**src/rtl/jlsemi_util_clkmux_switch_ctrl.sv**
```systemverilog
`default_nettype none
// ============================================================================
// Module   : jlsemi_util_clkmux_switch_ctrl
// Brief    : Glitch-free runtime source switch sequencer for a 2:1 clock mux.
//            Gates the mux output, changes select, settles, then re-enables.
// Revision : 1.0 - initial release
// ============================================================================
module jlsemi_util_clkmux_switch_ctrl #(
    parameter int   GATE_WAIT   = 4,
    parameter int   SETTLE_WAIT = 8,
    parameter int   CNT_W       = 4,
    parameter logic RESET_SEL   = 1'b0
) (
    input  logic clk_i,
    input  logic rst_n_i,
    input  logic req_i,
    input  logic req_sel_i,
    input  logic dft_test_clk_en,
    output logic sel_o,
    output logic clk_gate_en_o,
    output logic busy_o,
    output logic done_o
);

    localparam logic [1:0] S_IDLE     = 2'd0;
    localparam logic [1:0] S_GATE_OFF = 2'd1;
    localparam logic [1:0] S_SWITCH   = 2'd2;
    localparam logic [1:0] S_SETTLE   = 2'd3;

    localparam logic [CNT_W-1:0] C_GATE_LAST   = CNT_W'(GATE_WAIT - 1);
    localparam logic [CNT_W-1:0] C_SETTLE_LAST = CNT_W'(SETTLE_WAIT - 1);

    logic [1:0]       r_state;
    logic [CNT_W-1:0] r_cnt;
    logic             r_target;
    logic             r_sel;
    logic             r_gate_en;
    logic             r_done;

    logic w_accept;
    logic w_start;
    logic w_noop;
    logic w_gate_last;
    logic w_settle_last;

    // Requests are only looked at in IDLE; anything arriving while busy is dropped.
    assign w_accept      = (r_state == S_IDLE) && req_i && !dft_test_clk_en;
    assign w_start       = w_accept && (req_sel_i != r_sel);
    assign w_noop        = w_accept && (req_sel_i == r_sel);
    assign w_gate_last   = (r_cnt == C_GATE_LAST);
    assign w_settle_last = (r_cnt == C_SETTLE_LAST);

    always_ff @(posedge clk_i or negedge rst_n_i) begin
        if (!rst_n_i) begin
            r_state   <= S_IDLE;
            r_cnt     <= '0;
            r_target  <= RESET_SEL;
            r_sel     <= RESET_SEL;
            r_gate_en <= 1'b1;
            r_done    <= 1'b0;
        end else begin
            r_done <= 1'b0;
            case (r_state)
                S_IDLE: begin
                    if (w_start) begin
                        r_target  <= req_sel_i;
                        r_gate_en <= 1'b0;
                        r_cnt     <= '0;
                        r_state   <= S_GATE_OFF;
                    end else if (w_noop) begin
                        r_done <= 1'b1;
                    end
                end
                S_GATE_OFF: begin
                    if (w_gate_last) begin
                        r_cnt   <= '0;
                        r_state <= S_SWITCH;
                    end else begin
                        r_cnt <= r_cnt + 1'b1;
                    end
                end
                S_SWITCH: begin
                    // Select only moves here, strictly inside the gated-off window.
                    r_sel   <= r_target;
                    r_cnt   <= '0;
                    r_state <= S_SETTLE;
                end
                S_SETTLE: begin
                    if (w_settle_last) begin
                        r_cnt     <= '0;
                        r_gate_en <= 1'b1;
                        r_done    <= 1'b1;
                        r_state   <= S_IDLE;
                    end else begin
                        r_cnt <= r_cnt + 1'b1;
                    end
                end
                default: begin
                    r_state <= S_IDLE;
                end
            endcase
        end
    end

    assign sel_o         = r_sel;
    assign clk_gate_en_o = r_gate_en | dft_test_clk_en;
    assign busy_o        = (r_state != S_IDLE);
    assign done_o        = r_done;

endmodule
`default_nettype wire

```
**config.mk**
```make
export PLATFORM = sky130hd
export DESIGN_NAME = jlsemi_util_clkmux_switch_ctrl
export DESIGN_NICKNAME = d
export VERILOG_FILES = /design/src/rtl/jlsemi_util_clkmux_switch_ctrl.sv
export SDC_FILE = /design/constraint.sdc
export NUM_CORES = 1
export LEC_CHECK = 0
export ABC_AREA = 1
export BUFFER_PORTS_ARGS = -buffer_cell sky130_fd_sc_hd__clkbuf_2
export CAP_MARGIN = 20
export CORE_AREA = 2 2 45 47
export CTS_BUF_LIST = sky130_fd_sc_hd__clkbuf_2 sky130_fd_sc_hd__clkbuf_4 sky130_fd_sc_hd__clkbuf_8
export CTS_CLUSTER_DIAMETER = 150
export DETAILED_ROUTE_END_ITERATION = 12
export DIE_AREA = 0 0 47 49
export GPL_TIMING_DRIVEN = 0
export SETUP_SLACK_MARGIN = 0.1
export SLEW_MARGIN = 40
export SYNTH_ARGS = -nofsm -noshare
export SYNTH_HDL_FRONTEND = slang
export SYNTH_SLANG_ARGS = --single-unit
export TNS_END_PERCENT = 30
```
**constraint.sdc**
```tcl
create_clock -name clk_i -period 1.5 [get_ports clk_i]
set_input_delay 0.15 -clock clk_i [delete_from_list [all_inputs] [get_ports clk_i]]
set_output_delay 0.15 -clock clk_i [all_outputs]
set_load 0.03 [all_outputs]
```
==> metrics.md <==
| Metric | Value |
|---|---|
| Status | `finished clean` |
| Hold-critical path endpoint | `r_target` |
| Synth Area in Simple Gates | `39.0%` |
| Post-Syn Area | `623 um^2` |
| Cell taking the most area after synthesis | `dfrtp_1` |
| F_max | `739 MHz` |
| Synth Area in XOR/XNOR | `0%` |
| CP max FO | `5` |
| HP Class | `in -> reg` |
| Worst Tran Pin Value | `0.258 ns` |
| Detailed Routing Iterations Pass 1 | `4` |
| Setup TNS | `0 ns` |
| Clk_skew | `0.00197 ns` |
| R2r setup slk | `0.15 ns` |
| Synth-to-Final Area Change | `38.4%` |
| Pwr dens | `1960 nW/um^2` |
| TritonCTS clock tree | `built` |
| Commonest non-fill, non-tap cell in the layout | `nand2_1` |
| GR peak layer | `met2` |
| Met2 usage | `18.7%` |
| Reg clk slew, reported paths | `0.06 ns` |
| Worst hold stages | `3` |
| Tmin final | `1.35 ns` |
| Overall routing resource usage | `12.3%` |
| Seq cells post-synth | `10` |
| Number of antenna violations at the first check in global routing | `0` |
| Vias | `591` |
| Multiplexer share of the synthesized area | `0%` |
| Initial core utilization | `33.8%` |
| First-pass GRT wire length | `2080 um` |
| Final hold vios | `0` |
| H-Tree Depth | `1` |
| NumNets Final | `118` |
| Clk root buf | `clkbuf_4` |
| Syn Inst Count | `84` |
| Antenna cells | `0` |
| Maximum VDD drop | `684 uV` |
| Die Ht | `49 um` |
| Post-DR wirelength/cell | `10.3 um` |
| Most frequent cells in the layout | `27 x nand2_1, 10 x nand3_1, 9 x dfrtp_1` |
| Core area | `1840 um^2` |
| Pleak | `0.468 nW` |
| Hold WS | `0.147 ns` |
| Buffers on Ports | `8` |
| Required @ worst endpoint | `1.66 ns` |
| Setup-failing EPs final | `0` |
| Clk sink count | `10` |
| Met3 Usage GRT | `1.11%` |
| Syn Area/Cell | `7.42 um^2` |
| Post-synthesis compound-gate area fraction | `3.21%` |
| Io pins | `9` |
| RR Startpoint | `r_state[1]` |
| Crit path DAT | `1.51 ns` |
| Number of buffers created by CTS | `3` |
| Grt total ovfl | `0` |
| Initial DRC count | `14` |
| Total power | `1.69 mW` |
| Reg2Reg Depth | `9` |
| Largest net degree at the start of global routing | `11` |
| Yosys cell types | `15` |
| Die Wd | `47 um` |
| Met1 usage | `15.6%` |
| Post-DP HPWL | `892 um` |
| Residual DRC | `0` |
| Max-Cap Viols | `0` |
| Critical Path End Type | `flip-flop` |
| Synth warn | `0` |
| Antenna-violating nets left | `0` |
| Critical path type | `reg -> reg` |
| Adder-Cell Fraction of Synth Area | `12.0%` |
| Clk buf depth | `2` |
| Fin crit share | `90.3%` |
| Critical path startpoint category | `flip-flop` |
| RSZ-0062 raised after global routing | `true` |
| Seq/Total Area, Yosys | `40.4%` |
| Vias in the first global route | `520` |
| DRT Wirelength | `1370 um` |
| Slew Viols, Final | `0` |
| Worst skew pair latency | `0.26 ns` |
| R2r endpoint | `r_state[1]` |
| GPL Wtd Cong | `0.779` |
| FP Rows | `16` |
| Slew margin rel. | `82.8%` |
| Top post-synthesis cells by area | `dfrtp_1 36%, nand2_1 18%, ha_1 12%` |
| Share of the synthesized area in the top cell type | `36.1%` |
| DIE AREA | `2300 um^2` |
| Combinational family with the most area after synthesis | `simple AND/OR/NAND/NOR gates` |
| Synthesized Nets | `95` |
| Vias per cell | `4.44` |
| Layout cells sized above 1 | `35.8%` |
| Worst hold path startpoint | `req_sel_i` |
[worst max-delay path by stage]
stage,slack [ns],cells past startpoint,end,startpoint
2_1_floorplan,0.16,9,r_state[1],r_state[0]
3_3_place_gp,0.006,9,r_cnt[0],r_state[0]
3_5_place_dp,-0.01,9,r_state[1],r_state[0]
4_1_cts,0.12,9,r_state[1],r_state[0]
5_1_grt,0.04,9,r_state[0],r_state[0]
6_report,0.15,9,r_state[1],r_state[1]
[state kept, by name (all words and copies together), names as in the netlist]
name / cells
r_state: 2
sel_o: 1
r_target: 1
r_cnt: 4
r_gate_en: 1
done_o: 1
[metal layers]
layer	share of wire (%)	routed length, um	up-vias
met5	0	0	-
met4	2.4	33	0
met3	1.7	24	4
met2	51	705	8
met1	44	610	265
li1	-	-	314
[layout make-up]
class,count,area (um^2)
Tap cell,27,33.8
Clock buffer,4,30.0
Fill cell,198,980
Inverter,9,36.3
Sequential cell,10,251
Multi-Input combinational cell,66,400
Timing Repair Buffer,17,110
[cell families (layout without fill, tap and decap cells)]
logic type | after synthesis | in the layout
buffers and inverters | 9 | 30
adders and majority gates | 6 | 6
DFF | 10 | 10
AOI/OAI and AO/OA | 4 | 4
and+or+nand+nor | 55 | 56
[metrics by stage]
stage / utilization, % / instance area, um^2 / instances / setup slack, ns
6_report: 46.8 / 862 / 133 / 0.146
5_1_grt: 46.8 / 862 / 133 / 0.0422
4_1_cts: 41.4 / 762 / 125 / 0.121
3_5_place_dp: 37.8 / 697 / 119 / -0.0114
3_3_place_gp: 37.8 / 697 / 119 / 0.00638
2_1_floorplan: - / 623 / 84 / 0.164
[cell usage after synthesis]
cell type	instances
dfrtp_1	9
a21oi_1	2
ha_1	6
nand2_1	30
or2_2	2
inv_1	8
nand4_1	1
nor2_1	6
nor2_2	1
dfstp_2	1
o21ai_0	2
nand3b_1	1
inv_2	1
nand2_2	4
nand3_1	10
[worst max-delay path: stages (launching register included)]
cell,delay (ns)
dfrtp_1,0.41
inv_2,0.10
ha_4,0.20
nand2_4,0.06
nor2_4,0.12
nand2_4,0.09
nand2_8,0.10
nand2_4,0.06
nand2_1,0.06
nand2_1,0.05
[power by group]
part / switching [mW] / internal (mW) / total, mW
Combinational: 0.610 / 0.432 / 1.04
Sequential: 0.0689 / 0.361 / 0.429
Clock: 0.0927 / 0.121 / 0.214
Total: 0.772 / 0.914 / 1.69
[repair_timing]
item / CTS / global route
pin swaps: 0 / 4
hold buffers: 1 / 0
gates cloned: 0 / 1
hold endpoints to repair: 10 / 0
setup endpoints to repair: 8 / 7
setup buffers: 1 / 7
gates resized for setup: 5 / 12
No activity file was read; power rests on OpenSTA's default activity.
